==> config.mk <==
export PLATFORM = sky130hd
export DESIGN_NAME = encoder83_arb
export DESIGN_NICKNAME = d
export VERILOG_FILES = /design/src/rtl/encoder83_arb.sv
export SDC_FILE = /design/constraint.sdc
export NUM_CORES = 1
export LEC_CHECK = 0
export BUFFER_PORTS_ARGS = -buffer_cell sky130_fd_sc_hd__buf_4
export CAP_MARGIN = 20
export CORE_MARGIN = 5
export CORE_UTILIZATION = 25
export DETAILED_ROUTE_END_ITERATION = 10
export PLACE_DENSITY = 0.41
export RECOVER_POWER = 100
export SYNTH_ARGS = -nofsm -noshare
export SYNTH_HDL_FRONTEND = slang
export SYNTH_SLANG_ARGS = --single-unit
==> constraint.sdc <==
create_clock -name clk -period 3.9 [get_ports clk]
set_input_delay 0.39 -clock clk [delete_from_list [all_inputs] [get_ports clk]]
set_output_delay 0.39 -clock clk [all_outputs]
set_load 0.05 [all_outputs]
==> src/rtl/encoder83_arb.sv <==
// encoder83_arb: sequential N-to-W priority encoder with request capture.
// Rising edges on Ip are latched into a sticky pending set; the winning
// index is presented on Op with a valid/ack handshake so a consumer can
// drain requests one per cycle. All outputs are registered.
module encoder83_arb #(
   parameter int unsigned N          = 8,
   parameter int unsigned W          = 3,
   parameter int unsigned HIGH_FIRST = 1
) (
   input  logic         clk,
   input  logic         rst,
   input  logic         EN,
   input  logic [N-1:0] Ip,
   input  logic         ack,
   output logic [W-1:0] Op,
   output logic         valid,
   output logic [W:0]   pending_cnt,
   output logic         lost
);

   logic [N-1:0] ip_prev;
   logic [N-1:0] pending;
   logic [N-1:0] rise;
   logic [N-1:0] load_mask;
   logic [N-1:0] busy_mask;
   logic [N-1:0] pend_nxt;
   logic [N-1:0] one_hot0;
   logic [W-1:0] pick;
   logic         found;
   logic         xfer;
   logic         lost_nxt;
   logic [W:0]   cnt_nxt;

   // Priority pick over the registered pending set; later loop hits override earlier ones
   always_comb begin
      pick  = '0;
      found = 1'b0;
      for (int unsigned i = 0; i < N; i++) begin
         if (HIGH_FIRST != 0) begin
            if (pending[i]) begin
               pick  = W'(i);
               found = 1'b1;
            end
         end else begin
            if (pending[N-1-i]) begin
               pick  = W'(N-1-i);
               found = 1'b1;
            end
         end
      end
   end

   // Edge detect, next pending set, overflow detect and next-state popcount
   always_comb begin
      one_hot0  = {{(N-1){1'b0}}, 1'b1};
      rise      = Ip & ~ip_prev;
      xfer      = ~valid | ack;
      load_mask = (xfer && found) ? (one_hot0 << pick) : '0;
      busy_mask = (valid && !ack) ? (one_hot0 << Op) : '0;
      // clear the loaded bit first so a same-edge rise on it re-arms instead of being lost
      pend_nxt  = (pending & ~load_mask) | (EN ? rise : '0);
      lost_nxt  = EN && (|(rise & ((pending & ~load_mask) | busy_mask)));
      cnt_nxt   = '0;
      for (int unsigned i = 0; i < N; i++) begin
         cnt_nxt = cnt_nxt + (W+1)'(pend_nxt[i]);
      end
   end

   // State register: synchronous reset overrides capture and handshake
   always_ff @(posedge clk) begin
      if (rst) begin
         ip_prev     <= '0;
         pending     <= '0;
         Op          <= '0;
         valid       <= 1'b0;
         pending_cnt <= '0;
         lost        <= 1'b0;
      end else begin
         ip_prev     <= Ip;
         pending     <= pend_nxt;
         pending_cnt <= cnt_nxt;
         lost        <= lost_nxt;
         if (xfer) begin
            if (found) begin
               Op    <= pick;
               valid <= 1'b1;
            end else begin
               valid <= 1'b0;
            end
         end
      end
   end

endmodule
==> impl_summary.md, run 1 <==
STA
Setup repair after global routing left no endpoint under its margin. The number of failing hold endpoints at the final stage is 0. The total setup violations reported at the end of the flow is 0. For the finished layout, the period the worst path requires is around 3600 ps. The sum of negative setup slack is 0 ps. The total count of max-transition violations in the final report is 0. The headroom to the max-slew limit is 0.595. Dividing the final minimum period by the clock period gives 0.932. For the pin with the worst max-slew slack, the measured transition is roughly 600 ps. The final worst slack is about 260 ps.

For this run, the top clock speed supported by timing is ~280 MHz. The clock arrives with 13.2 ps of skew. Final hold analysis gives a worst-case slack of between 300 and 400 ps.

Power and ir drop
The analysis attributes to cell leakage a power of between 0.6 and 0.7 nW. Power spread over the standard cell area amounts to ~450 nW/um2. Overall power consumption after layout is estimated at approximately 0.67 mW. The worst ir drop on vdd is 0.211 mV.

Die
The total number of placement rows is 25. The vertical die dimension is 80.3 um. The die covers 6450 um2.

From left edge to right edge, the die measures 80.3 um. The total area inside the core boundary comes to between 4000 and 5000 um2. For this configuration, the core starts out at a cell density of 0.260. The number of primary I/O pins is 21.

Layout
The post-route cell area is 1500 um2. At the end of the flow the core is filled with cells to 0.315. The count of non-filler cells in the finished layout is around 220. The antenna diode count is 0. Leaving out fill and tap cells, the most frequent cell in the layout is dfxtp_1. In the final layout, the share of cells above drive strength 1 is 0.159. The total of fill cells in the finished design is about 540. The area growth from synthesis to final layout is 21.1%. The final layout net count is approximately 180. In the layout the commonest cells are 23 x dfxtp_1, 17 x nor2b_1, 13 x buf_4.

Route
The routed length per instance is around 14 um. For this block, the initial DRC count from the detailed router was 45. The wire length reported by the detailed router is approximately 3100 um. In the routed design, unresolved DRC markers number 0.

The average via count per standard cell is 4.64. The total number of vias is 1039. The iteration count of the initial detailed-routing pass is 4. The count of nets left with antenna violations once routing finished came out at 0.

Critical path
STA classifies the critical path endpoint as a flop. The startpoint identified for the worst register-to-register timing path is pending[5]. Tracing the worst setup path back leads to its startpoint at pending[5]. In this design, the stage delay of the slowest critical-path cell is ~430 ps.

The kind of launch point of the worst setup path is a flop. The standard cell with the maximum stage delay on the critical path is fa_1. Data arrives at the worst endpoint at between 3000 and 4000 ps. The required time of the critical path is between 4000 and 5000 ps. The critical path goes through nor4_4, buf_4, nand3_1, a22oi_2, fa_1, inv_1, fa_1, inv_1, fa_1, inv_1, ha_1, inv_1, fa_1, xor2_1, nor2_1.

Along the worst path, the maximum fanout reaches 7. The kind of critical path is reg2reg.

GRT
The first global-routing pass estimated 5030 um of wire. The largest net degree at the start of global routing is 23. The initial antenna violation count is 0. After global routing the overflow that remains totals 0. The number of global-route vias before repair is about 1000. The overall fraction of global-route tracks in use is 0.101.

Placement
Input and output buffers added on the ports amount to 20. The routability congestion estimate is slightly below 0.9. The worst setup slack before clock tree synthesis is around 180 ps. The placed instance area is 1460 um2. The HPWL reported at the end of detailed placement is 2310 um. The number of placed instances with taps included is about 220.

Synthesis
The share of synthesized flip-flops with an asynchronous set or reset is 0. The cell count after synthesis came out at around 130. The net count of the mapped netlist is 153. The number of synthesized register bits is 25. During synthesis, Yosys emitted a total of 0 warnings. The count of flip-flops with a built-in enable after synthesis is 0. The synthesized netlist occupies a cell area of about 1200 um2. Among all flip-flop cells after synthesis, the most frequent one is dfxtp_1.

Of the synthesized area, sequential elements account for 0.405. The number of distinct library cell variants in the gate-level netlist after synthesis is 37. A synthesized cell averages between 9 and 10 um2.

Clock tree
The clock tree root buffer cell is clkbuf_8. The CTS clock-pin slew for the worst setup and hold paths is roughly 100 ps. The number of H-tree branching levels is 1.

The number of buffers added by the clock tree synthesis step is 3. The clock passes through at most 2 buffers. TritonCTS built the clock tree. The clock latency on the worst-skew pair is approximately 270 ps.

The CTS sink count is 25. For this design, the CTS-stage hold fixing added 0 buffers.

Outcome
The run finished with clean final reports.

Hold path
The launch instance of the worst min-delay path is Ip[6]. The worst hold-check path type is in2reg.

Flow run
The number of maximum-capacitance constraint violations is 0.
## layout make-up
type                       count  area, um2  area share
multi-input combinational     94        682       0.456
clock inverter                 1       7.51     0.00502
clock buffer                   3       41.3      0.0276
inverter                      11       41.3      0.0276
sequential                    25        505       0.338
timing repair buffer          23        135      0.0903
tap                           67       83.8      0.0560
## report_power, final
group	switching (mW)	internal, mW
Clock	0.0889	0.0724
Combinational	0.134	0.0713
Sequential	0.0210	0.279
Total	0.244	0.423
## final timing paths
kind / endpoint / slack, ps / depth (start not counted)
min: ip_prev[6] / 320 / 2
min reg2reg: pending[2] / 580 / 2
max reg2reg: pending_cnt[2] / 260 / 15
max: pending_cnt[2] / 260 / 15
## worst max-delay path, delay by kind of cell, from the launching register on
family	cells	cell delay (ps)
xor gates and xnor gates	1	130
adders and majority gates	5	1790
AOI/OAI and AO/OA	1	280
DFF	1	380
buffers and inverters	5	480
and+or+nand+nor	3	460
## routing by layer
layer	vias to the layer above	global-route usage	wire (um)
met5	-	0	0
met4	0	0.0389	66
met3	12	0.0269	160
met2	29	0.147	1290
met1	485	0.139	1540
li1	513	-	-
## Yosys cell counts, types with 3 or more instances
master	count	area share
nand3_1	4	0.016
a21oi_1	8	0.032
a22oi_1	3	0.018
o21ai_0	4	0.016
and3b_1	4	0.028
nor2_1	12	0.036
ha_1	3	0.030
fa_1	4	0.065
a31oi_1	3	0.015
inv_1	11	0.033
nor2b_1	17	0.086
clkbuf_1	3	0.0091
nand2_1	3	0.0091
dfxtp_1	25	0.40
## cell families after synthesis
kind of cell | Yosys count | share of synthesized area
simple gates | 55 | 0.268
xor+xnor | 1 | 0.00709
mux | 1 | 0.00911
buf+inv | 15 | 0.0516
flops | 25 | 0.405
compound gates | 30 | 0.164
fa+ha+maj | 7 | 0.0951
## state kept, by name, indices dropped and copies added, names as in the netlist
signal       count
ip_prev          8
pending          8
pending_cnt      4
Op               3
lost             1
valid            1
## repair_timing
item,4_1_cts,5_1_grt
setup endpoints to repair,0,2
buffers inserted,0,1
endpoints found under the hold margin,0,0
gates resized for setup,0,5
No activity file was read; power rests on OpenSTA's default activity.
==> inputs of run 2 (changes only) <==
CORE_UTILIZATION = 50   (was 25)
PLACE_DENSITY = 0.71   (was 0.41)
==> impl_summary.md, run 2 (synthesis gave the netlist of run 1 again) <==
Outcome
Outcome: complete, no violations (unchanged).

Placement
The port buffer count is 20 (unchanged). The HPWL reported at the end of detailed placement is 2040 um (was 2310 um). The placed instance area is 1420 um2 (was 1460 um2). The routability congestion estimate is 0.912 (was 0.880).

Flow run
The number of maximum-capacitance constraint violations is 0 (unchanged).

GRT
The largest net degree at the start of global routing was 23 (unchanged). The initial antenna violation count is 0 (unchanged). The overall fraction of global-route tracks in use is 0.165 (was 0.101). The number of global-route vias before repair is 1017 (was 995). The global-route wire length before repair is 4450 um (was 5030 um). The total grt overflow is 0 (unchanged).

Route
The violation count after the first detailed-routing iteration came to 68 (was 45). The average via count per standard cell is 5.59 (was 4.64). The remaining number of nets flagged by the antenna check after routing was 0 (unchanged). The routed length per instance is 14.7 um (was 13.6 um). The total number of vias is 1039 (unchanged). The wire length reported by the detailed router is 2740 um (was 3050 um). The number of DRC violations after detailed routing is 0 (unchanged). The iteration count of the initial detailed-routing pass is 5 (was 4).

Layout
The leading cell type in the layout, fill and taps excluded is dfxtp_1 (unchanged). Largest registers: ip_prev: 8 flops, pending: 8 flops, pending_cnt: 4 flops (unchanged). The fraction of final layout cells sized beyond drive strength 1 came to 0.135 (was 0.159).

The antenna diode count came to 0 (unchanged). The area growth from synthesis to final layout is 14.5% (was 21.1%). Commonest cells after routing, fill and taps aside: 25 x dfxtp_1, 17 x nor2b_1, 12 x nor2_1, 12 x buf_4 (was 23 x dfxtp_1, 17 x nor2b_1, 13 x buf_4). The final layout net count is 176 (was 177). The post-route cell area is 1420 um2 (was 1500 um2).

STA
The total setup violations reported at the end of the flow is 0 (unchanged). The number of failing hold endpoints at the final stage was 0 (unchanged). The minimum clock period after layout is 3670 ps (was 3640 ps). The headroom to the max-slew limit came to 0.601 (was 0.595). The fraction of the cycle the final worst path needs was 0.941 (was 0.932). The clock skew after layout is 3.19 ps (was 13.2 ps). The total count of max-transition violations in the final report is 0 (unchanged).

The slew at the pin closest to its max-slew limit is 600 ps (was 611 ps). The top achievable clock speed came to 272 MHz (was 275 MHz). The sum of negative setup slack was 0 ps (unchanged).

Critical path
The standard cell with the maximum stage delay on the critical path was fa_1 (unchanged). The required time of the critical path is 4110 ps (was 4060 ps). The kind of end point of the critical path is a flop (unchanged).

The largest fanout of any net on the critical path is 6 (was 7). The data arrival time of the critical path is 3890 ps (was 3790 ps). The kind of critical path is reg2reg (unchanged).

The kind of launch point of the worst setup path is a flop (unchanged). The reg-to-reg startpoint is pending[4] (was pending[5]). The dominant delay contributor by cell family on the critical path was adder cells (unchanged). The register-to-register setup slack is 230 ps (was 260 ps). The delay of the slowest cell on the worst path was 420 ps (was 430 ps). The count of buffer and inverter cells on the critical path is 4 (was 5).

Chain of cells forming the critical path: nor4_4, nand2_2, or2_1, a22oi_2, fa_1, inv_1, fa_1, inv_1, fa_1, inv_1, ha_1, inv_1, fa_1, xor2_1, nor2_1 (was nor4_4, buf_4, nand3_1, a22oi_2, fa_1, inv_1, fa_1, inv_1, fa_1, inv_1, ha_1, inv_1, fa_1, xor2_1, nor2_1). The startpoint of the most critical setup path is pending[4] (was pending[5]).

Die
The total number of placement rows came to 18 (was 25). The die footprint is 3570 um2 (was 6450 um2). The starting density of the core is 0.513 (was 0.260).

The overall die width is 59.7 um (was 80.3 um). The area of the core is 2410 um2 (was 4750 um2). The number of primary I/O pins is 21 (unchanged).

The vertical die dimension is 59.7 um (was 80.3 um).

Clock tree
The clock latency on the worst-skew pair is 310 ps (was 270 ps). The clock tree root buffer cell is clkbuf_4 (was clkbuf_8). The number of buffers on the longest clock path is 2 (unchanged). The CTS clock-pin slew for the worst setup and hold paths is 140 ps (was 100 ps).

The CTS tree is done (unchanged). The number of buffers inserted for hold repair after clock tree synthesis is 0 (unchanged). The number of buffers added by the clock tree synthesis step is 3 (unchanged).

The number of H-tree branching levels came to 1 (unchanged). The CTS sink count is 25 (unchanged).

Hold path
The worst hold-check path type is in2reg (unchanged). The launch instance of the worst min-delay path is Ip[2] (was Ip[6]).

Power and ir drop
The sequential share of power is 0.487 (was 0.451). The static leakage is 0.604 nW (was 0.618 nW). The internal power of the cells is 0.389 mW (was 0.423 mW). The proportion of power drawn by the clock network is 0.188 (was 0.242).

The areal power density over the cells is 436 nW/um2 (was 446 nW/um2). The switching part of the total is 0.370 (was 0.365). The worst ir drop on vdd is 0.292 mV (was 0.211 mV). The combinational share of power is 0.325 (was 0.307). The switching power of the nets was 0.228 mW (was 0.244 mW).
-- run 2: final cells by class --
type / count / area (um2)
fill: 212 / 995
multi-input combinational: 94 / 682
sequential: 25 / 500
timing repair buffer: 22 / 128
inverter: 11 / 41.3
tap: 30 / 37.5
clock buffer: 4 / 26.3
-- run 2: what timing repair did --
| action | CTS | global route |
|---|---|---|
| resized for setup | 0 | 2 |
| endpoints found under the setup margin | 0 | 2 |
| setup buffers | 0 | 0 |
-- run 2: metal layers --
layer  part of all wire  global-route usage  vias to the layer above
li1                   -                   -                      507
met1               0.44               0.217                      495
met2               0.49               0.262                       35
met3              0.060              0.0281                        2
met4             0.0066              0.0728                        0
met5                  0                   0                        -
-- run 2: per-stage QoR --
stage | instances | total power, mW | hold slack [ps] | worst slack [ps] | util
floorplan | 134 | 0.458 | 462 | 287 | -
global placement | 182 | 0.515 | 556 | 208 | 0.588
detailed placement | 182 | 0.520 | 572 | 177 | 0.588
CTS | 186 | 0.636 | 274 | 150 | 0.599
global route | 186 | 0.656 | 284 | -4.57 | 0.587
finish | 186 | 0.618 | 285 | 229 | 0.587
-- run 2: worst reg2reg max path: stages, from the launching register on --
cell     delay, ps
dfxtp_1        400
nor4_4         340
nand2_2        140
or2_1          260
a22oi_2        180
fa_1           420
inv_1           70
fa_1           400
inv_1           80
fa_1           420
inv_1           70
ha_1           170
inv_1           60
fa_1           370
xor2_1         150
nor2_1          60
-- run 2: power by group through the flow --
stage | clock (mW) | sequential, mW | combinational (mW)
2_1_floorplan | 0 | 0.355 | 0.102
3_3_place_gp | 0 | 0.305 | 0.210
3_5_place_dp | 0 | 0.307 | 0.213
4_1_cts | 0.120 | 0.301 | 0.214
5_1_grt | 0.129 | 0.304 | 0.223
6_report | 0.116 | 0.301 | 0.201
-- run 2: worst paths after layout --
check / end / depth (start not counted)
min: ip_prev[2] / 2
min reg2reg: pending[2] / 3
max: pending_cnt[2] / 15
max reg2reg: pending_cnt[2] / 15
==> inputs of run 3 (changes only) <==
RECOVER_POWER = 25   (was 100)
SKIP_LAST_GASP = 1   (was unset)
==> impl_summary.md, run 3 (synthesis gave the netlist of run 1 again) <==
Outcome
Outcome: complete, no violations (unchanged).

STA
The clock skew after layout is 2.44 ps (was 3.19 ps). The total setup violations reported at the end of the flow is 0 (unchanged). The headroom to the max-slew limit is 0.724 (was 0.601). The final hold slack is 283 ps (was 285 ps). The top achievable clock speed is 273 MHz (was 272 MHz). The total count of max-transition violations in the final report is 0 (unchanged). The number of failing hold endpoints at the final stage is 0 (unchanged). The final worst slack is 231 ps (was 229 ps).

The minimum clock period after layout is 3670 ps (about the same). The slew at the pin closest to its max-slew limit was 414 ps (was 600 ps). The fraction of the cycle the final worst path needs came to 0.941 (about the same).

Clock tree
The clock latency on the worst-skew pair is 310 ps (about the same). The number of buffers on the longest clock path is 2 (unchanged). The clock tree root buffer cell is clkbuf_4 (unchanged). The CTS clock-pin slew for the worst setup and hold paths came to 130 ps (was 140 ps).

The CTS tree is done (unchanged). The number of H-tree branching levels is 1 (unchanged). The number of buffers added by the clock tree synthesis step is 3 (unchanged). The total setup buffers inserted after CTS is 0 (unchanged). The CTS sink count is 25 (unchanged).

Route
The average via count per standard cell is 5.54 (was 5.59). The total number of vias was 1031 (was 1039). The routed length per instance came to 14.7 um (about the same). The remaining number of nets flagged by the antenna check after routing is 0 (unchanged). The iteration count of the initial detailed-routing pass is 4 (was 5). The violation count after the first detailed-routing iteration came to 80 (was 68).

The number of DRC violations after detailed routing is 0 (unchanged). The wire length reported by the detailed router came to 2730 um (was 2740 um).

Die
The die footprint came to 3570 um2 (unchanged). The total number of placement rows is 18 (unchanged). The number of primary I/O pins is 21 (unchanged). The area of the core was 2410 um2 (unchanged). The starting density of the core came to 0.513 (unchanged). The vertical die dimension is 59.7 um (unchanged). The overall die width came to 59.7 um (unchanged).

Placement
The port buffer count was 20 (unchanged). The HPWL reported at the end of detailed placement came to 2040 um (unchanged). The routability congestion estimate is 0.912 (unchanged).

The worst setup slack before clock tree synthesis is 177 ps (unchanged).

GRT
The largest net degree at the start of global routing came to 23 (unchanged). The initial antenna violation count is 0 (unchanged). The overall fraction of global-route tracks in use was 0.165 (unchanged). The global-route wire length before repair is 4450 um (unchanged). The number of global-route vias before repair came to 1017 (unchanged). The total grt overflow came to 0 (unchanged).

Layout
The antenna diode count is 0 (unchanged). The total area of sequential cells is 500 um2 (unchanged). Commonest cells after routing, fill and taps aside: 25 x dfxtp_1, 22 x buf_4, 17 x nor2b_1 (was 25 x dfxtp_1, 17 x nor2b_1, 12 x nor2_1, 12 x buf_4).

The final design utilization is 0.603 (was 0.587). Largest registers: ip_prev: 8 flops, pending: 8 flops, pending_cnt: 4 flops (unchanged). The fraction of final layout cells sized beyond drive strength 1 came to 0.199 (was 0.135).

The final layout net count is 176 (unchanged). The footprint of the multi-input gates is 682 um2 (unchanged). The area growth from synthesis to final layout is 17.5% (was 14.5%). The total of fill cells in the finished design is 199 (was 212). The leading cell type in the layout, fill and taps excluded is dfxtp_1 (unchanged).

Hold path
The worst hold-check path type is in2reg (unchanged).

Power and ir drop
The total power of the final layout is 0.632 mW (was 0.618 mW). The areal power density over the cells is 435 nW/um2 (was 436 nW/um2). The worst ir drop on vdd is 0.308 mV (was 0.292 mV).

The static leakage is 0.645 nW (was 0.604 nW).

Critical path
The data arrival time of the critical path is 3880 ps (was 3890 ps). The kind of launch point of the worst setup path was a flop (unchanged). The kind of critical path is reg2reg (unchanged). The kind of end point of the critical path is a flop (unchanged). The largest fanout of any net on the critical path is 6 (unchanged).

The required time of the critical path was 4110 ps (about the same).

Flow run
The number of maximum-capacitance constraint violations was 0 (unchanged).
run 3: per-stage QoR:
| stage | setup TNS (ps) | cell area [um2] | std cells |
|---|---|---|---|
| 5_1_grt | -4.68 | 1450 | 186 |
| 6_report | 0 | 1450 | 186 |
| 3_3_place_gp | 0 | 1420 | 182 |
| 3_5_place_dp | 0 | 1420 | 182 |
| 2_1_floorplan | 0 | 1240 | 134 |
| 4_1_cts | 0 | 1440 | 186 |
run 3: layer usage:
layer  vias to the layer above  share of wire  global-route usage
met5                         -              0                   0
met4                         0         0.0066              0.0728
met3                         2          0.055              0.0281
met2                        29           0.49               0.262
met1                       493           0.45               0.217
li1                        507              -                   -
run 3: worst max-delay path, cell delays in order, from the launching register on:
cell,delay [ps]
dfxtp_1,400
nor4_4,340
nand2_2,140
or2_1,260
a22oi_2,180
fa_1,420
inv_1,70
fa_1,400
inv_1,80
fa_1,420
inv_1,70
ha_1,170
inv_1,60
fa_1,370
xor2_1,150
nor2_1,60
run 3: timing repair:
item,CTS,global route
setup endpoints to repair,0,2
hold buffers,0,0
gates resized for setup,0,2
run 3: area by class of cell:
cell class                      instances  share of cell area
Inverter                               11              0.0284
Tap cell                               30              0.0258
Multi-Input combinational cell         94               0.469
Sequential cell                        25               0.345
Timing Repair Buffer                   22               0.114
Clock buffer                            4              0.0181
run 3: path summary, 6_finish.rpt:
| kind | startpoint | end | slack [ps] | depth (start not counted) |
|---|---|---|---|---|
| min | Ip[2] | ip_prev[2] | 280 | 2 |
| max | pending[4] | pending_cnt[2] | 230 | 15 |
| min reg2reg | ip_prev[2] | pending[2] | 580 | 3 |
| max reg2reg | pending[4] | pending_cnt[2] | 230 | 15 |
run 3: power by group:
| group | switching (mW) | internal [mW] |
|---|---|---|
| clock network | 0.0762 | 0.0399 |
| logic | 0.131 | 0.0834 |
| registers | 0.0218 | 0.280 |
| total | 0.229 | 0.403 |
